`src/rtl/ahb_pkg.sv`:
```
// ---------------------------------------------------------------------------
// ahb_pkg
//   Shared AHB-Lite encodings for the bus arbiter:
//     htrans_t    - HTRANS transfer types
//     hburst_t    - HBURST burst types
//     arb_state_t - arbiter FSM states
//     burst_beats - beat count of a burst type (0 for undefined-length INCR)
// ---------------------------------------------------------------------------
package ahb_pkg;

  typedef enum logic [1:0] {
    HTRANS_IDLE   = 2'b00,
    HTRANS_BUSY   = 2'b01,
    HTRANS_NONSEQ = 2'b10,
    HTRANS_SEQ    = 2'b11
  } htrans_t;

  typedef enum logic [2:0] {
    HBURST_SINGLE = 3'd0,
    HBURST_INCR   = 3'd1,
    HBURST_WRAP4  = 3'd2,
    HBURST_INCR4  = 3'd3,
    HBURST_WRAP8  = 3'd4,
    HBURST_INCR8  = 3'd5,
    HBURST_WRAP16 = 3'd6,
    HBURST_INCR16 = 3'd7
  } hburst_t;

  typedef enum logic [1:0] {
    ARB   = 2'd0,
    BURST = 2'd1,
    LOCK  = 2'd2
  } arb_state_t;

  // Number of beats in a burst; INCR has no defined length and returns 0.
  function automatic logic [4:0] burst_beats(hburst_t burst);
    case (burst)
      HBURST_SINGLE:                return 5'd1;
      HBURST_WRAP4,  HBURST_INCR4:  return 5'd4;
      HBURST_WRAP8,  HBURST_INCR8:  return 5'd8;
      HBURST_WRAP16, HBURST_INCR16: return 5'd16;
      default:                      return 5'd0;
    endcase
  endfunction

endpackage

```
`src/rtl/ahb_arb_pick.sv`:
```
// ---------------------------------------------------------------------------
// ahb_arb_pick
//   Combinational request picker. The request vector is rotated so that the
//   pointer position becomes bit 0, the lowest set bit is found, and the
//   offset is added back to the pointer modulo MAS_NUMBER.
//   With ARB_MODE=0 the pointer is ignored (fixed priority, lowest index).
// Ports:
//   req_i   - per-master request vector
//   ptr_i   - round-robin search start
//   idx_o   - index of the winning master (meaningless when valid_o=0)
//   valid_o - at least one request is pending
// ---------------------------------------------------------------------------
module ahb_arb_pick #(
  parameter int MAS_NUMBER = 16,
  parameter int ARB_MODE   = 1
) (
  input  logic [MAS_NUMBER-1:0]         req_i,
  input  logic [$clog2(MAS_NUMBER)-1:0] ptr_i,
  output logic [$clog2(MAS_NUMBER)-1:0] idx_o,
  output logic                          valid_o
);

  localparam int IW = $clog2(MAS_NUMBER);

  logic [IW-1:0]           base;
  logic [2*MAS_NUMBER-1:0] dbl;
  logic [MAS_NUMBER-1:0]   rot;
  logic [IW-1:0]           off;
  logic [IW:0]             sum;

  // NOTE: every variable written in always_comb gets a default first, so no
  // path through the block can leave a value unassigned and infer a latch.
  always_comb begin
    base = (ARB_MODE != 0) ? ptr_i : '0;
    dbl  = {req_i, req_i} >> base;
    rot  = dbl[MAS_NUMBER-1:0];
    off  = '0;
    // Descending scan so the lowest set bit is the last one written.
    for (int i = MAS_NUMBER - 1; i >= 0; i--) begin
      if (rot[i]) off = IW'(i);
    end
    sum = {1'b0, off} + {1'b0, base};
    if (sum >= (IW + 1)'(MAS_NUMBER)) sum = sum - (IW + 1)'(MAS_NUMBER);
    idx_o = sum[IW-1:0];
  end

  assign valid_o = |req_i;

endmodule

```
`src/rtl/ahb_arbiter_rr.sv`:
```
// ---------------------------------------------------------------------------
// ahb_arbiter_rr
//   AHB-Lite multi-master arbiter with round-robin or fixed priority, a
//   default master, grant hold over defined-length bursts and locked
//   sequences, and registered HMASTER/HMASTLOCK handover.
//   All state advances only on accepted transfers (hready_i=1).
// Ports:
//   clk_i, rst_n_i  - HCLK, HRESETn (asynchronous, active-low)
//   hbusreq_i       - per-master bus request
//   hlock_i         - per-master lock request
//   htrans_i        - HTRANS of the address-phase owner
//   hburst_i        - HBURST of the address-phase owner
//   hready_i        - shared HREADY
//   hgrant_o        - one-hot grant
//   hmaster_o       - index of the address-phase owner
//   hmastlock_o     - current address phase is locked
// ---------------------------------------------------------------------------
module ahb_arbiter_rr
  import ahb_pkg::*;
#(
  parameter int MAS_NUMBER = 16,
  parameter int DEF_MASTER = 0,
  parameter int ARB_MODE   = 1,
  parameter int BURST_HOLD = 1
) (
  input  logic                          clk_i,
  input  logic                          rst_n_i,
  input  logic [MAS_NUMBER-1:0]         hbusreq_i,
  input  logic [MAS_NUMBER-1:0]         hlock_i,
  input  logic [1:0]                    htrans_i,
  input  logic [2:0]                    hburst_i,
  input  logic                          hready_i,
  output logic [MAS_NUMBER-1:0]         hgrant_o,
  output logic [$clog2(MAS_NUMBER)-1:0] hmaster_o,
  output logic                          hmastlock_o
);

  localparam int IW = $clog2(MAS_NUMBER);
  localparam logic [MAS_NUMBER-1:0] DEF_GRANT =
    {{(MAS_NUMBER - 1){1'b0}}, 1'b1} << DEF_MASTER;

  arb_state_t            state, state_nxt;
  logic [IW-1:0]         rr_ptr, ptr_nxt;
  logic [3:0]            beat_cnt, cnt_nxt;
  logic [MAS_NUMBER-1:0] grant_nxt;
  logic [IW-1:0]         grant_idx;
  logic [IW-1:0]         pick_raw, pick_idx;
  logic                  pick_valid;
  logic                  rearb;
  logic [4:0]            beats;
  htrans_t               trans;

  assign trans = htrans_t'(htrans_i);

  ahb_arb_pick #(
    .MAS_NUMBER (MAS_NUMBER),
    .ARB_MODE   (ARB_MODE)
  ) u_pick (
    .req_i   (hbusreq_i),
    .ptr_i   (rr_ptr),
    .idx_o   (pick_raw),
    .valid_o (pick_valid)
  );

  assign pick_idx = pick_valid ? pick_raw : IW'(DEF_MASTER);

  // Grant is always one-hot, so a plain encoder gives its index.
  always_comb begin
    grant_idx = '0;
    for (int i = 0; i < MAS_NUMBER; i++) begin
      if (hgrant_o[i]) grant_idx = IW'(i);
    end
  end

  always_comb begin
    state_nxt = state;
    cnt_nxt   = beat_cnt;
    rearb     = 1'b0;
    beats     = burst_beats(hburst_t'(hburst_i));
    case (state)
      ARB: begin
        // Lock wins over burst; in both cases the grant stays with the
        // master that is starting the sequence.
        if (trans == HTRANS_NONSEQ && hlock_i[grant_idx]) begin
          state_nxt = LOCK;
        end else if (BURST_HOLD != 0 && trans == HTRANS_NONSEQ && beats >= 5'd4) begin
          state_nxt = BURST;
          cnt_nxt   = 4'(beats - 5'd2);
        end else begin
          rearb = 1'b1;
        end
      end
      BURST: begin
        case (trans)
          HTRANS_SEQ: begin
            // Last beat: re-arbitrate now so the new grant overlaps it.
            if (beat_cnt == 4'd0) begin
              state_nxt = ARB;
              rearb     = 1'b1;
            end else begin
              cnt_nxt = beat_cnt - 4'd1;
            end
          end
          HTRANS_BUSY: ;
          default: begin
            // IDLE or NONSEQ terminates the burst early.
            state_nxt = ARB;
            cnt_nxt   = 4'd0;
            rearb     = 1'b1;
          end
        endcase
      end
      LOCK: begin
        if (!hlock_i[hmaster_o]) begin
          state_nxt = ARB;
          rearb     = 1'b1;
        end
      end
      default: state_nxt = ARB;
    endcase

    grant_nxt = hgrant_o;
    ptr_nxt   = rr_ptr;
    if (rearb) begin
      grant_nxt           = '0;
      grant_nxt[pick_idx] = 1'b1;
      // The pointer moves only when a real request won, not for the default.
      if (pick_valid) begin
        ptr_nxt = (pick_raw == IW'(MAS_NUMBER - 1)) ? '0 : pick_raw + 1'b1;
      end
    end
  end

  // NOTE: sequential state uses non-blocking assignments so every register
  // samples pre-edge values, independent of statement order.
  always_ff @(posedge clk_i or negedge rst_n_i) begin
    if (!rst_n_i) begin
      state       <= ARB;
      rr_ptr      <= '0;
      beat_cnt    <= '0;
      hgrant_o    <= DEF_GRANT;
      hmaster_o   <= IW'(DEF_MASTER);
      hmastlock_o <= 1'b0;
    end else if (hready_i) begin
      state       <= state_nxt;
      rr_ptr      <= ptr_nxt;
      beat_cnt    <= cnt_nxt;
      hgrant_o    <= grant_nxt;
      hmaster_o   <= grant_idx;
      hmastlock_o <= hlock_i[grant_idx];
    end
  end

endmodule

```
`config.mk`:
```
export PLATFORM = sky130hd
export DESIGN_NAME = ahb_arbiter_rr
export DESIGN_NICKNAME = d
export VERILOG_FILES = /design/src/rtl/ahb_pkg.sv /design/src/rtl/ahb_arb_pick.sv /design/src/rtl/ahb_arbiter_rr.sv
export SDC_FILE = /design/constraint.sdc
export NUM_CORES = 1
export LEC_CHECK = 0
export ABC_AREA = 1
export BUFFER_PORTS_ARGS = -buffer_cell sky130_fd_sc_hd__buf_2
export CELL_PAD_IN_SITES_DETAIL_PLACEMENT = 0
export CELL_PAD_IN_SITES_GLOBAL_PLACEMENT = 1
export CORE_ASPECT_RATIO = 0.75
export CORE_MARGIN = 3
export CORE_UTILIZATION = 35
export DETAILED_ROUTE_END_ITERATION = 10
export PLACE_DENSITY = 0.89
export RECOVER_POWER = 25
export SYNTH_ARGS = -nofsm -noshare
export SYNTH_HDL_FRONTEND = slang
export SYNTH_SLANG_ARGS = --single-unit
export TNS_END_PERCENT = 1
```
`constraint.sdc`:
```
create_clock -name clk_i -period 3.3 [get_ports clk_i]
set_input_delay 0.33 -clock clk_i [delete_from_list [all_inputs] [get_ports clk_i]]
set_output_delay 0.33 -clock clk_i [all_outputs]
set_load 0.03 [all_outputs]
```
## Word-level counts from Yosys, hierarchy flattened

Cells that the tools add are included.

- Add/sub/neg operators: 5
- Multipliers: 0
- Div/mod/pow operators: 0
- Order comparisons: 6
- Eq/ne operators: 19
- Shifts and indexed selects: 1
- Muxes and demuxes: 58
- Bitwise gates (word level): 0
- Reductions and logical operators: 15

Operators by type and width:

| operator | number |
|---|---|
| $mux W4 | 35 |
| $shr A32 B4 Y16 | 1 |
| $pmux W5 S4 | 1 |
| $pmux W4 S2 | 2 |
| $reduce_or A16 Y1 | 1 |
| $lt A4 B5 Y1 const B | 3 |
| $eq A3 B3 Y1 const B | 4 |
| $mux W2 | 5 |
| $ne A3 B3 Y1 const B | 3 |
| $bmux W1 S4 | 2 |
| $mux W1 | 8 |
| $ne A2 B2 Y1 const B | 4 |
| $sub A4 B1 Y4 const B | 2 |
| $eq A2 B2 Y1 const B | 3 |
| $eq A3 B2 Y1 const B | 2 |
| $pmux W2 S3 | 1 |
| $reduce_and A6 Y1 | 1 |
| $reduce_or A2 Y1 | 3 |
| $add A4 B4 Y5 | 1 |
| $ge A5 B3 Y1 const B | 1 |
| $ge A5 B5 Y1 const B | 1 |
| $reduce_and A5 Y1 | 1 |
| $add A4 B1 Y4 const B | 1 |
| $demux W1 S4 | 1 |
| 14 further kinds | 17 |

- Register bits after elaboration: 31
- Latch bits: 0
- Memory bits (writable): 0
- ROM bits: 0
- Input port bits: 40
- Output and inout bits: 21
- Word-level logic and storage cells: 110
- Memories kept: 0

## Depth between registers and ports, before layout

Gate-level depths: netlist of the first run.

- Word-level depth: 25
- Mapped depth: 32
- Gate-level depth less buffers: 30

## Modules after synthesis

From an unflattened synthesis of the first run, not the netlist that was laid out.

- Cells, all modules: 539
- Area, all modules: 3,380.7 um^2

By module, submodules not included:

| module | times used | cells each | area each (um^2) | sequential area each (um^2) |
|---|---|---|---|---|
| ahb_arbiter_rr | 1 | 315 | 2,133.3 | 777.0 |
| ahb_arb_pick | 1 | 224 | 1,247.4 | 0.0 |

## Worst setup path after synthesis of the first run

No wires, ideal clock.

- Path type: flip-flop to flip-flop
- Start point: register rr_ptr[1]
- End point: register hgrant_o[12]
- Setup time: 0.118 ns
- Arrival: 3.352 ns
- Data required time: 3.182 ns
- Path slack: -0.171 ns
- Cell stages (with the launch flop): 27
- Buffers on the path: 1
- Period minus slack after synthesis: 3.471 ns
- Path through: dfrtp_1 inv_2 buf_2 mux2i_1 nand2_1 nand2_1 nand2_1 o21ai_1 nand2_1 nand2_1 nand2_1 nand2_1 nand2_1 a21oi_1 o21bai_1 nand2_1 nand2_1 a21oi_1 nor2_1 ha_1 fa_1 xnor2_1 nor2_1 nand2_1 nor2_1 nand3_1 nand2_1

- Cells in the longest elaborated chain, start to end: 25
- Elaborated cells between the ends (all ways): 27
- Classes of those cells: add/sub (2); order compare (3); shift (1); mux (20); reduce/logical (1)

Ends and longest elaborated chain:

| item | RTL line | text |
|---|---|---|
| from (decl) | ahb_arbiter_rr.sv:43 | `logic [IW-1:0] rr_ptr, ptr_nxt;` |
| from (signal assigned) | ahb_arbiter_rr.sv:146 | `rr_ptr <= ptr_nxt;` |
| $shr A32 B4 Y16 | ahb_arb_pick.sv:35 | `dbl = {req_i, req_i} >> base;` |
| $mux W4 (16 in series) | ahb_arb_pick.sv:40 | `if (rot[i]) off = IW'(i);` |
| $add A4 B4 Y5 (*) | ahb_arb_pick.sv:42 | `sum = {1'b0, off} + {1'b0, base};` |
| $sub A4 B1 Y4 or $ge A5 B5 Y1 (tied branches) | ahb_arb_pick.sv:43 | `if (sum >= (IW + 1)'(MAS_NUMBER)) sum = sum - (IW + 1)'(MAS_NUMBER);` |
| $mux W4 (*) | ahb_arb_pick.sv:43 |  |
| $mux W4 (*) | ahb_arbiter_rr.sv:65 | `assign pick_idx = pick_valid ? pick_raw : IW'(DEF_MASTER);` |
| $lt A4 B5 Y1 (implied by the code) or $ge A4 B1 Y1 (tied branches) | ahb_arbiter_rr.sv:126 | `grant_nxt[pick_idx] = 1'b1;` |
| $logic_and A1 B1 Y1 (implied by the code) | ahb_arbiter_rr.sv:126 |  |
| $mux W1 (implied by the code) | ahb_arbiter_rr.sv:126 |  |
| $demux W1 S4 (*) | ahb_arbiter_rr.sv:126 |  |
| to (signal assigned) | ahb_arbiter_rr.sv:148 | `hgrant_o <= grant_nxt;` |
| to (decl) | ahb_arbiter_rr.sv:33 | `output logic [MAS_NUMBER-1:0] hgrant_o,` |

Every way passes the cells marked *; elsewhere a longest branch is shown, timed or not.
A chain may end at the register's enable or synchronous reset.

## Worst setup path in the final report of the first run

- Start point: register rr_ptr[0]
- End point: register hgrant_o[1]

The elaborated chain is that of the path after synthesis.

==> results of run 1 <==
-- stage by stage --
stage | hold WS (ns) | std cells | instance area [um^2] | util, % | setup slack (ns)
floorplan | 0.0344 | 519 | 3150 | - | -0.00807
global placement | 0.415 | 717 | 3880 | 45.1 | -0.319
detailed placement | 0.420 | 717 | 3880 | 45.1 | -0.443
CTS | 0.140 | 728 | 4140 | 48.1 | -0.276
global route | 0.471 | 735 | 4400 | 51.1 | -0.747
finish | 0.437 | 735 | 4400 | 51.1 | -0.460
-- tightest hold or removal path: stages --
cell and delay, ns:
sky130_fd_sc_hd__buf_2 0.08, sky130_fd_sc_hd__nor3_1 0.05, sky130_fd_sc_hd__a21oi_1 0.11, sky130_fd_sc_hd__o21ai_0 0.09
-- worst paths after layout --
kind | start | endpoint | slack (ns) | cells after the start
max in group asynchronous | rst_n_i | rr_ptr[0]$_DFFE_PN0P_ | 1.66 | 1
min | hburst_i[0] | beat_cnt[0]$_DFFE_PN0P_ | 0.44 | 4
min in group asynchronous | rst_n_i | hmaster_o[1]$_DFFE_PN0P_ | 0.51 | 1
min reg2reg | hgrant_o[0]$_DFFE_PN1P_ | hgrant_o[0]$_DFFE_PN1P_ | 0.47 | 2
max | rr_ptr[0]$_DFFE_PN0P_ | hgrant_o[1]$_DFFE_PN0P_ | -0.46 | 29
max reg2reg | rr_ptr[0]$_DFFE_PN0P_ | hgrant_o[1]$_DFFE_PN0P_ | -0.46 | 29
-- layer usage --
layer / share of wire (%) / wire (um) / track usage (%) / vias to the layer above
met5: 0 / 0 / 0 / -
met4: 0.84 / 82 / 2.24 / 0
met3: 4.9 / 481 / 3.45 / 10
met2: 44 / 4290 / 27.5 / 110
met1: 50 / 4920 / 28.3 / 1735
li1: - / - / - / 1914
-- repair_timing --
action,CTS,global route
pin swaps,7,20
gates resized for setup,27,43
buffers inserted,3,5
setup endpoints to repair,20,20
gates cloned,0,2
-- logic make-up (layout without fill, tap and decap cells) --
kind of cell | after synthesis | in the layout
compound gates | 81 | 81
xor+xnor | 6 | 6
fa+ha+maj | 7 | 7
buf+inv | 72 | 180
flops | 31 | 31
mux | 15 | 15
simple gates | 307 | 307
-- sequential cells by signal, summed over array words and instances, names as in the netlist --
signal / cells
hmastlock_o: 1
rr_ptr: 4
hgrant_o: 16
hmaster_o: 4
beat_cnt: 4
state: 2
-- layout by cell type (no fill, tap or decap), types with 7 or more instances in the layout --
cell type and instances:
sky130_fd_sc_hd__buf_4 48, sky130_fd_sc_hd__o21ai_0 18, sky130_fd_sc_hd__nor2_1 48, sky130_fd_sc_hd__nand3_1 52, sky130_fd_sc_hd__o21ai_1 16, sky130_fd_sc_hd__nand2_1 169
sky130_fd_sc_hd__clkbuf_16 7, sky130_fd_sc_hd__inv_1 52, sky130_fd_sc_hd__mux2i_1 12, sky130_fd_sc_hd__nand2_2 9, sky130_fd_sc_hd__dfrtp_1 28, sky130_fd_sc_hd__o21ai_2 22
sky130_fd_sc_hd__buf_2 60
-- area by class of cell --
class / instances / area [um^2] / share of cell area (%)
clock buffers: 8 / 156 / 3.56
inverters: 55 / 206 / 4.70
multi-input cells: 416 / 2300 / 52.4
flip-flops and latches: 31 / 779 / 17.7
well taps: 108 / 135 / 3.07
repair buffers: 117 / 817 / 18.6
==> tab_implementation.tex, run 1 <==
\begin{tabular}{lr}
\hline
Metric & Value \\
\hline
\multicolumn{2}{l}{\textbf{Yosys}} \\
\quad Number of unique standard cell types used by synthesis & 37 \\
\quad Area share of fa/ha/maj cells after synthesis & $\sim$3\% \\
\quad Top cells by area, synth & sky130\_fd\_sc\_hd\_\_dfrtp\_1 (24\%), sky130\_fd\_sc\_hd\_\_nand2\_1 (21\%), sky130\_fd\_sc\_hd\_\_nand3\_1 (8.6\%) \\
\quad Post-Synthesis Net Count & around 570 \\
\quad Share of async-settable or async-resettable flops after synthesis & 100\% \\
\quad Dominant combinational cell family by area after synthesis & simple AND/OR/NAND/NOR gates \\
\quad Mux share of post-synthesis cell area & 4.78\% \\
\quad Area share of the largest cell type after synthesis & 23.9\% \\
\quad Area fraction in compound gates after synthesis & roughly 14\% \\
\quad Synth cell count leaders & sky130\_fd\_sc\_hd\_\_nand2\_1 (173), sky130\_fd\_sc\_hd\_\_nand3\_1 (54), sky130\_fd\_sc\_hd\_\_inv\_1 (53) \\
\quad Share of synthesized area occupied by flip-flops and latches & between 20 and 25\% \\
\quad Number of synthesized register bits & 31 \\
\quad Xor and xnor fraction of the mapped netlist area & $\sim$2.3\% \\
\quad Mapped cell area & roughly 3100 um\^{}2 \\
\quad Most frequently used flop master after synthesis & sky130\_fd\_sc\_hd\_\_dfrtp\_1 \\
\quad Number of enable-type register cells in the synthesized netlist & 0 \\
\quad Count of synthesis-stage warnings from yosys & 0 \\
\quad Largest area contributor in the synthesized netlist & sky130\_fd\_sc\_hd\_\_dfrtp\_1 \\
\quad Cell with the most instances after synthesis & sky130\_fd\_sc\_hd\_\_nand2\_1 \\
\quad Avg Inst Size Synth & around 6.1 um\^{}2 \\
\quad Gate count after technology mapping & 519 \\
\quad Fraction of the mapped netlist area in simple logic gates & about two fifths \\
\multicolumn{2}{l}{\textbf{Layout}} \\
\quad FILL cells & 822 \\
\quad Antenna fix cells & 0 \\
\quad Syn-to-layout area delta & 39.9\% \\
\quad Share of final-layout standard cells stronger than drive strength 1 & roughly 30\% \\
\quad Number of nets in the layout & $\sim$670 \\
\multicolumn{2}{l}{\textbf{GRT}} \\
\quad Global-route wire length before repair & 15400 um \\
\quad Maximum number of pins on one net before global-route repair & 32 \\
\quad Via count of the first global-routing pass & 3333 \\
\quad All-Layer GR Usage & 18.4\% \\
\quad Number of antenna violations at the first check in global routing & 0 \\
\quad Remaining Overflow, GRT & 0 \\
\multicolumn{2}{l}{\textbf{Floorplanning}} \\
\quad Die outline height & a little under 90 um \\
\quad Total Die Area & $\sim$10000 um\^{}2 \\
\quad DIE WIDTH & roughly 120 um \\
\quad Floorplan core area & 8600 um\^{}2 \\
\quad Number of ports placed on the die boundary & 61 \\
\quad Initial Utilization & 36.5\% \\
\quad FP Rows & 29 \\
\multicolumn{2}{l}{\textbf{Worst setup path}} \\
\quad Largest fanout of any net on the critical path & 6 \\
\quad Slowest cell on crit path & sky130\_fd\_sc\_hd\_\_dfrtp\_2 \\
\quad CP peak stage delay & 0.46 ns \\
\quad CP bufs+invs & 2 \\
\quad Crit path top cell by count & sky130\_fd\_sc\_hd\_\_nand2\_1 \\
\quad Largest delay contributor family on the critical path & simple AND/OR/NAND/NOR gates \\
\quad Required arrival time at the worst endpoint & 3.45 ns \\
\quad Startpoint types & flop \\
\quad Type of the worst setup path & reg -> reg \\
\quad Endpoint kind of the worst setup timing path & flop \\
\quad Critical path data arrival time & around 3.9 ns \\
\multicolumn{2}{l}{\textbf{Placed design}} \\
\quad Final estimated routing congestion in global placement & 0.878 \\
\quad Number of buffers inserted by port buffering & 60 \\
\quad Dpl hpwl & 7240 um \\
\multicolumn{2}{l}{\textbf{CTS}} \\
\quad TritonCTS clock tree & done \\
\quad Post-CTS clock slew at the launch and capture registers of the worst setup and hold paths & 0.05 ns \\
\quad H-tree level count & 2 \\
\quad Post-CTS Hold Fix Bufs & 0 \\
\quad CTS sink count & 31 \\
\quad Clk buf depth & 2 \\
\quad Clock tree root buffer cell & sky130\_fd\_sc\_hd\_\_clkbuf\_16 \\
\quad Worst-Skew Late Latency & 0.27 ns \\
\quad Inserted Clock Buffers & 5 \\
\multicolumn{2}{l}{\textbf{Timing}} \\
\quad Period utilization & 114\% \\
\quad Max-slew violations & 32 \\
\quad Final Setup Violations & 20 \\
\quad Unrepaired setup endpoints after global routing & yes \\
\quad Final WS setup & -0.460 ns \\
\quad Max-slew headroom at the worst pin & -15.5\% \\
\quad Hold violation count in the final report & 0 \\
\quad Final critical-path required period & 3.76 ns \\
\quad Actual transition at the worst max-transition pin & 1.73 ns \\
\quad Setup TNS & -7.86 ns \\
\quad Maximum clock frequency & roughly 270 MHz \\
\quad Fin Clk Skew & 0.00455 ns \\
\multicolumn{2}{l}{\textbf{Detailed routing}} \\
\quad Total via count in the routed design & 3769 \\
\quad Aggregate routed wire length & approximately 10000 um \\
\quad Remaining antenna violation count after routing & 0 \\
\quad Number of DRC markers in iteration 0 & 293 \\
\quad Routed wire length per instance & 13.3 um \\
\quad Average vias per placed instance & 5.13 \\
\quad Remaining routing DRC violations & 0 \\
\quad DR pass1 iterations & 6 \\
\multicolumn{2}{l}{\textbf{Flow run}} \\
\quad Max Cap Viol & 1 \\
\multicolumn{2}{l}{\textbf{Run status}} \\
\quad Failing checks & capacitance limit, slew limit, setup timing \\
\quad Outcome & complete, but fails checks \\
\multicolumn{2}{l}{\textbf{Worst hold path}} \\
\quad Kind of path behind the tightest hold check & in -> reg \\
\hline
\end{tabular}
Power of run 1 is not shown: default switching activity piles up to over one toggle a cycle in this logic, so the estimate is an artifact.
==> run 2, diff against run 1 <==
Settings changed: CELL_PAD_IN_SITES_DETAIL_PLACEMENT 0 to default, CELL_PAD_IN_SITES_GLOBAL_PLACEMENT 1 to default, CORE_UTILIZATION 35 to 50, PLACE_DENSITY 0.89 to 0.87.
==> run 2 against run 1 <==
  * Critical path depth shrank 4
  * Utilization grew 16 points
  * Design area shrank 9.6%
  * First-iteration DRC count grew 13%
  * Sequential share of layout area grew 1.9 points
  * Via count is essentially flat
  * Critical endpoint is now hgrant_o[8]$_DFFE_PN0P_
  * The run still ends with capacitance limit, slew limit, setup timing left
  * Non-clock buffer count shrank 29
  * Fmax grew 4.5%
==> tab_implementation.tex, run 2 (synthesis results as in run 1) <==
\begin{tabular}{lr}
\hline
Metric & Value \\
\hline
\multicolumn{2}{l}{\textbf{Run status}} \\
\quad Outcome & complete, but fails checks \\
\quad Failing checks & capacitance limit, slew limit, setup timing \\
\multicolumn{2}{l}{\textbf{Worst setup path}} \\
\quad Largest fanout of any net on the critical path & 17 \\
\quad Endpoint of the worst-slack reg-to-reg timing path & hgrant\_o[8]\$\_DFFE\_PN0P\_ \\
\quad Startpoint types & flop \\
\quad Reg-to-reg startpoint & rr\_ptr[0]\$\_DFFE\_PN0P\_ \\
\quad R2R cell count & 25 \\
\quad Critical path data arrival time & 3.82 ns \\
\quad Endpoint kind of the worst setup timing path & flop \\
\quad Required arrival time at the worst endpoint & 3.52 ns \\
\quad Reg2reg setup slack & -0.30 ns \\
\quad Type of the worst setup path & reg -> reg \\
\multicolumn{2}{l}{\textbf{Layout}} \\
\quad Commonest non-fill, non-tap cells in the layout & sky130\_fd\_sc\_hd\_\_nand2\_1 (170), sky130\_fd\_sc\_hd\_\_buf\_2 (59), sky130\_fd\_sc\_hd\_\_inv\_1 (53), sky130\_fd\_sc\_hd\_\_nand3\_1 (53), sky130\_fd\_sc\_hd\_\_nor2\_1 (49) \\
\quad Syn-to-layout area delta & 26.5\% \\
\quad Number of nets in the layout & 644 \\
\quad Register with the most flip-flops & hgrant\_o \\
\quad Share of final-layout standard cells stronger than drive strength 1 & 23.4\% \\
\quad Leading cell type in the layout, fill and taps excluded & sky130\_fd\_sc\_hd\_\_nand2\_1 \\
\quad Number of flip-flops under the largest register name & 16 \\
\quad Antenna fix cells & 0 \\
\multicolumn{2}{l}{\textbf{Floorplanning}} \\
\quad Floorplan core area & 5950 um\^{}2 \\
\quad DIE WIDTH & 97.6 um \\
\quad FP Rows & 24 \\
\quad Initial Utilization & 52.9\% \\
\quad Total Die Area & between 7000 and 8000 um\^{}2 \\
\quad Die outline height & 74.7 um \\
\quad Number of ports placed on the die boundary & 61 \\
\multicolumn{2}{l}{\textbf{Placed design}} \\
\quad Dpl hpwl & 6680 um \\
\quad Number of buffers inserted by port buffering & 60 \\
\quad Final estimated routing congestion in global placement & 0.944 \\
\multicolumn{2}{l}{\textbf{GRT}} \\
\quad Global-route wire length before repair & 14600 um \\
\quad Number of antenna violations at the first check in global routing & 0 \\
\quad All-Layer GR Usage & 23.9\% \\
\quad Maximum number of pins on one net before global-route repair & 35 \\
\quad Via count of the first global-routing pass & 3372 \\
\quad Remaining Overflow, GRT & 0 \\
\multicolumn{2}{l}{\textbf{CTS}} \\
\quad Post-CTS clock slew at the launch and capture registers of the worst setup and hold paths & approximately 0.07 ns \\
\quad H-tree level count & 2 \\
\quad TritonCTS clock tree & done \\
\quad Inserted Clock Buffers & 5 \\
\quad Clk buf depth & 2 \\
\quad CTS sink count & 31 \\
\quad Clock tree root buffer cell & sky130\_fd\_sc\_hd\_\_clkbuf\_8 \\
\quad Worst-Skew Late Latency & 0.28 ns \\
\multicolumn{2}{l}{\textbf{Worst hold path}} \\
\quad Min-delay src & hburst\_i[0] \\
\quad Kind of path behind the tightest hold check & in -> reg \\
\quad Hold path cells & 4 \\
\quad End point of the most critical hold path & beat\_cnt[0]\$\_DFFE\_PN0P\_ \\
\multicolumn{2}{l}{\textbf{Detailed routing}} \\
\quad Number of DRC markers in iteration 0 & 332 \\
\quad Average vias per placed instance & 5.57 \\
\quad Remaining routing DRC violations & 0 \\
\quad Aggregate routed wire length & 8980 um \\
\quad Total via count in the routed design & 3767 \\
\quad Routed wire length per instance & 13.3 um \\
\quad Remaining antenna violation count after routing & 0 \\
\quad DR pass1 iterations & 5 \\
\multicolumn{2}{l}{\textbf{Timing}} \\
\quad Period utilization & 109\% \\
\quad Final critical-path required period & 3.60 ns \\
\quad Maximum clock frequency & 278 MHz \\
\quad Max-slew violations & 32 \\
\quad Unrepaired setup endpoints after global routing & yes \\
\quad Hold violation count in the final report & 0 \\
\quad Fin Clk Skew & between 0.003 and 0.004 ns \\
\quad Final Setup Violations & 20 \\
\quad Setup TNS & -4.83 ns \\
\quad Final WS setup & -0.300 ns \\
\quad Max-slew headroom at the worst pin & -13.8\% \\
\quad Actual transition at the worst max-transition pin & 1.71 ns \\
\multicolumn{2}{l}{\textbf{Flow run}} \\
\quad Max Cap Viol & 1 \\
\hline
\end{tabular}
==> run 2: changes by cell type in the layout (fill, tap and decap cells not counted), moves of 3 or more <==
cell and change:
sky130_fd_sc_hd__o21ai_1 +7, sky130_fd_sc_hd__o21ai_2 -7, sky130_fd_sc_hd__clkbuf_8 +4, sky130_fd_sc_hd__nand2_4 -3, sky130_fd_sc_hd__buf_4 -24, sky130_fd_sc_hd__clkbuf_16 -6
==> run 2: cell type report <==
class / instances / area [um^2]
Clock buffer: 6 / 82.6
Clock inverter: 2 / 35.0
Fill cell: 503 / 1970
Inverter: 55 / 206
Multi-Input combinational cell: 416 / 2220
Sequential cell: 31 / 779
Tap cell: 78 / 97.6
Timing Repair Buffer: 88 / 556
==> run 2: layer usage <==
layer | global-route usage [%] | vias up | part of all wire (%)
met2 | 41.2 | 173 | 46
met3 | 5.19 | 34 | 7.6
met5 | 0 | - | 0
met1 | 31.5 | 1709 | 44
met4 | 5.68 | 0 | 2.2
li1 | - | 1851 | -
==> run 2: worst max-delay path by stage <==
stage | from | end | slack [ns] | cells past startpoint
2_1_floorplan | rr_ptr[0]$_DFFE_PN0P_ | hgrant_o[12]$_DFFE_PN0P_ | -0.008 | 28
3_3_place_gp | rr_ptr[0]$_DFFE_PN0P_ | hgrant_o[12]$_DFFE_PN0P_ | -0.26 | 25
3_5_place_dp | rr_ptr[0]$_DFFE_PN0P_ | hgrant_o[11]$_DFFE_PN0P_ | -0.41 | 26
4_1_cts | rr_ptr[0]$_DFFE_PN0P_ | hgrant_o[11]$_DFFE_PN0P_ | -0.21 | 27
5_1_grt | rr_ptr[0]$_DFFE_PN0P_ | rr_ptr[3]$_DFFE_PN0P_ | -0.60 | 29
6_report | rr_ptr[0]$_DFFE_PN0P_ | hgrant_o[8]$_DFFE_PN0P_ | -0.30 | 25
==> run 2: what timing repair did <==
item | 4_1_cts | 5_1_grt
buffers inserted | 1 | 1
hold endpoints to repair | 0 | 0
pin swaps | 4 | 10
resized for setup | 23 | 22
hold buffers | 0 | 0
endpoints found under the setup margin | 20 | 20
cloned | 0 | 1
==> run 2: through the flow <==
stage / hold WS (ns) / setup WS, ns / utilization [%] / std cells / area, um^2
final: 0.429 / -0.300 / 66.9 / 676 / 3980
after global routing: 0.460 / -0.601 / 66.9 / 676 / 3980
after CTS: 0.114 / -0.209 / 64.9 / 674 / 3860
after detailed placement: 0.408 / -0.406 / 61.7 / 665 / 3670
after global placement: 0.404 / -0.259 / 61.7 / 665 / 3670
after floorplan: 0.0344 / -0.00807 / - / 519 / 3150
==> run 2: worst max-delay path, stage by stage (launching register included) <==
cell and delay [ns]:
sky130_fd_sc_hd__dfrtp_2 0.44, sky130_fd_sc_hd__buf_12 0.16, sky130_fd_sc_hd__nand2_1 0.08, sky130_fd_sc_hd__o21ai_2 0.06, sky130_fd_sc_hd__or2_1 0.20, sky130_fd_sc_hd__o21ai_1 0.13, sky130_fd_sc_hd__buf_4 0.14, sky130_fd_sc_hd__o21ai_1 0.07
sky130_fd_sc_hd__o21ai_1 0.18, sky130_fd_sc_hd__nand2_1 0.07, sky130_fd_sc_hd__nand2_1 0.06, sky130_fd_sc_hd__nand2_1 0.05, sky130_fd_sc_hd__a21oi_1 0.13, sky130_fd_sc_hd__o21bai_1 0.08, sky130_fd_sc_hd__nand2_1 0.06, sky130_fd_sc_hd__nand2_1 0.05
sky130_fd_sc_hd__a21oi_2 0.10, sky130_fd_sc_hd__nor2_1 0.05, sky130_fd_sc_hd__ha_2 0.18, sky130_fd_sc_hd__fa_2 0.39, sky130_fd_sc_hd__xnor2_4 0.27, sky130_fd_sc_hd__buf_6 0.15, sky130_fd_sc_hd__nand3_2 0.12, sky130_fd_sc_hd__nor2_1 0.14
sky130_fd_sc_hd__nand3_1 0.09, sky130_fd_sc_hd__nand2_1 0.08
Power of run 2 is left out for the same reason.
==> run 3, diff against run 2 <==
Clock period 3.3 ns to 2.9 ns, I/O delays scaled along.
==> run 3 against run 2 <==
  * The run still ends with capacitance limit, slew limit, setup timing left
  * Cell count is 3.0% higher
  * Worst setup slack worse by 0.60 ns
  * Design area is 5.4% higher
  * Via count is 0.13% higher
  * Global-route usage is 0.37 points higher
  * Sequential cell count stayed put
  * Utilization is 3.6 points higher
  * Die area stayed put
  * Critical path depth is 3 higher
  * Critical path type unchanged
  * Critical endpoint is now hgrant_o[2]$_DFFE_PN0P_
  * Largest cell class unchanged
==> tab_implementation.tex, run 3 (synthesis results as in run 1) <==
\begin{tabular}{lr}
\hline
Metric & Value \\
\hline
\multicolumn{2}{l}{\textbf{Layout}} \\
\quad Number of flip-flops under the largest register name & 16 \\
\quad Share of final-layout standard cells stronger than drive strength 1 & a little over a quarter \\
\quad Commonest non-fill, non-tap cells in the layout & sky130\_fd\_sc\_hd\_\_nand2\_1 (169), sky130\_fd\_sc\_hd\_\_buf\_2 (59), sky130\_fd\_sc\_hd\_\_inv\_1 (53), sky130\_fd\_sc\_hd\_\_nand3\_1 (53), sky130\_fd\_sc\_hd\_\_nor2\_1 (46) \\
\quad Number of nets in the layout & around 660 \\
\quad Leading cell type in the layout, fill and taps excluded & sky130\_fd\_sc\_hd\_\_nand2\_1 \\
\quad Register with the most flip-flops & hgrant\_o \\
\quad Syn-to-layout area delta & 33.4\% \\
\quad Post-route insts no fill & roughly 700 \\
\quad Antenna fix cells & 0 \\
\multicolumn{2}{l}{\textbf{Detailed routing}} \\
\quad Remaining routing DRC violations & 0 \\
\quad Average vias per placed instance & roughly 5.4 \\
\quad Aggregate routed wire length & 9200 um \\
\quad Remaining antenna violation count after routing & 0 \\
\quad Number of DRC markers in iteration 0 & $\sim$380 \\
\quad Routed wire length per instance & 13.2 um \\
\quad Total via count in the routed design & 3772 \\
\quad DR pass1 iterations & 5 \\
\multicolumn{2}{l}{\textbf{Worst setup path}} \\
\quad R2R cell count & 28 \\
\quad Reg-to-reg startpoint & rr\_ptr[0]\$\_DFFE\_PN0P\_ \\
\quad Slowest cell on crit path & sky130\_fd\_sc\_hd\_\_dfrtp\_2 \\
\quad Required arrival time at the worst endpoint & 3.08 ns \\
\quad Endpoint of the worst-slack reg-to-reg timing path & hgrant\_o[2]\$\_DFFE\_PN0P\_ \\
\quad Crit path top cell by count & sky130\_fd\_sc\_hd\_\_nand2\_1 \\
\quad Startpoint types & flop \\
\quad CP peak stage delay & 0.45 ns \\
\quad Type of the worst setup path & reg -> reg \\
\quad Largest fanout of any net on the critical path & 8 \\
\quad Critical path data arrival time & about 4.0 ns \\
\quad Endpoint kind of the worst setup timing path & flop \\
\quad Reg2reg setup slack & -0.90 ns \\
\multicolumn{2}{l}{\textbf{Placed design}} \\
\quad Number of buffers inserted by port buffering & 60 \\
\quad Final estimated routing congestion in global placement & 0.938 \\
\quad Cell count after placement & 683 \\
\quad Dpl hpwl & 6890 um \\
\multicolumn{2}{l}{\textbf{Timing}} \\
\quad Unrepaired setup endpoints after global routing & yes \\
\quad Final WS setup & -0.895 ns \\
\quad Final Setup Violations & 20 \\
\quad Hold violation count in the final report & 0 \\
\quad Fin Clk Skew & 0.00699 ns \\
\quad Max-slew headroom at the worst pin & -14.4\% \\
\quad Max-slew violations & 32 \\
\quad Actual transition at the worst max-transition pin & between 1.5 and 2 ns \\
\quad Period utilization & 131\% \\
\quad Maximum clock frequency & approximately 260 MHz \\
\quad Final critical-path required period & 3.80 ns \\
\quad Setup TNS & -16.43 ns \\
\multicolumn{2}{l}{\textbf{Floorplanning}} \\
\quad FP Rows & 24 \\
\quad Initial Utilization & 52.9\% \\
\quad DIE WIDTH & 97.6 um \\
\quad Total Die Area & between 7000 and 8000 um\^{}2 \\
\quad Die outline height & approximately 75 um \\
\quad Number of ports placed on the die boundary & 61 \\
\quad Floorplan core area & 5950 um\^{}2 \\
\multicolumn{2}{l}{\textbf{CTS}} \\
\quad Inserted Clock Buffers & 5 \\
\quad Post-CTS clock slew at the launch and capture registers of the worst setup and hold paths & around 0.07 ns \\
\quad H-tree level count & 2 \\
\quad Post-CTS Hold Fix Bufs & 0 \\
\quad TritonCTS clock tree & done \\
\quad Clk buf depth & 2 \\
\quad Clock tree root buffer cell & sky130\_fd\_sc\_hd\_\_clkbuf\_8 \\
\quad CTS sink count & 31 \\
\quad Worst-Skew Late Latency & 0.29 ns \\
\multicolumn{2}{l}{\textbf{Worst hold path}} \\
\quad Min-delay src & hburst\_i[0] \\
\quad Kind of path behind the tightest hold check & in -> reg \\
\quad Hold path cells & 4 \\
\quad End point of the most critical hold path & beat\_cnt[0]\$\_DFFE\_PN0P\_ \\
\multicolumn{2}{l}{\textbf{GRT}} \\
\quad Number of antenna violations at the first check in global routing & 0 \\
\quad Maximum number of pins on one net before global-route repair & 34 \\
\quad All-Layer GR Usage & 24.3\% \\
\quad Remaining Overflow, GRT & 0 \\
\quad Global-route wire length before repair & 14700 um \\
\quad Via count of the first global-routing pass & 3249 \\
\multicolumn{2}{l}{\textbf{Run status}} \\
\quad Outcome & complete, but fails checks \\
\quad Failing checks & capacitance limit, slew limit, setup timing \\
\multicolumn{2}{l}{\textbf{Flow run}} \\
\quad Max Cap Viol & 1 \\
\hline
\end{tabular}
[run 3: changes by cell type in the layout (fill, tap and decap cells not counted), moves of 2 or more]
cell / previous run / this run
sky130_fd_sc_hd__buf_4: 24 / 42
sky130_fd_sc_hd__nor2_2: 2 / 6
sky130_fd_sc_hd__nand2_4: 0 / 3
sky130_fd_sc_hd__nor2_1: 49 / 46
sky130_fd_sc_hd__buf_6: 1 / 3
sky130_fd_sc_hd__nand2_2: 11 / 9
sky130_fd_sc_hd__o21ai_0: 20 / 18
sky130_fd_sc_hd__o21ai_2: 15 / 17
[run 3: critical path, delay by kind of cell, from the launching register on]
family | cells | cell delay [ns]
AOI/OAI and AO/OA | 6 | 0.70
xor gates and xnor gates | 2 | 0.51
adders and majority gates | 1 | 0.24
buffers and inverters | 1 | 0.18
DFF | 1 | 0.45
muxes | 1 | 0.21
and+or+nand+nor | 17 | 1.39
[run 3: timing repair]
item | CTS | global route
endpoints found under the setup margin | 20 | 20
setup buffers | 0 | 3
gates resized for setup | 9 | 42
pin swaps | 8 | 27
cloned | 0 | 2
[run 3: worst max path at each step]
stage          cells past startpoint                  start                  endpoint
3_5_place_dp                      28  rr_ptr[0]$_DFFE_PN0P_   hgrant_o[1]$_DFFE_PN0P_
3_3_place_gp                      25  rr_ptr[0]$_DFFE_PN0P_  hgrant_o[12]$_DFFE_PN0P_
6_report                          28  rr_ptr[0]$_DFFE_PN0P_   hgrant_o[2]$_DFFE_PN0P_
2_1_floorplan                     27  rr_ptr[0]$_DFFE_PN0P_     rr_ptr[3]$_DFFE_PN0P_
5_1_grt                           29  rr_ptr[0]$_DFFE_PN0P_   hgrant_o[2]$_DFFE_PN0P_
4_1_cts                           28  rr_ptr[0]$_DFFE_PN0P_   hgrant_o[1]$_DFFE_PN0P_
[run 3: final cells by class]
cell class | count | area, um^2
clock inverter | 2 | 35.0
timing repair buffer | 108 | 713
inverter | 55 | 208
multi-input combinational | 416 | 2280
clock buffer | 6 | 82.6
fill | 463 | 1750
sequential | 31 | 779
tap | 78 | 97.6
[run 3: per-layer routing]
metal / up-vias / GRT usage, % / share of wire (%)
met3: 15 / 6.48 / 9.8
met2: 179 / 37.4 / 43
li1: 1889 / - / -
met1: 1689 / 35.3 / 46
met4: 0 / 3.84 / 0.93
met5: - / 0 / 0
[run 3: metrics by stage]
step	area [um^2]	utilization, %	hold slack, ns	setup slack, ns
2_1_floorplan	3200	-	-0.00559	-0.361
3_3_place_gp	3850	64.8	0.369	-0.623
3_5_place_dp	3850	64.8	0.371	-0.696
4_1_cts	4000	67.3	0.0658	-0.632
5_1_grt	4190	70.5	0.425	-1.10
6_report	4190	70.5	0.386	-0.895
Power of run 3 is left out for the same reason.
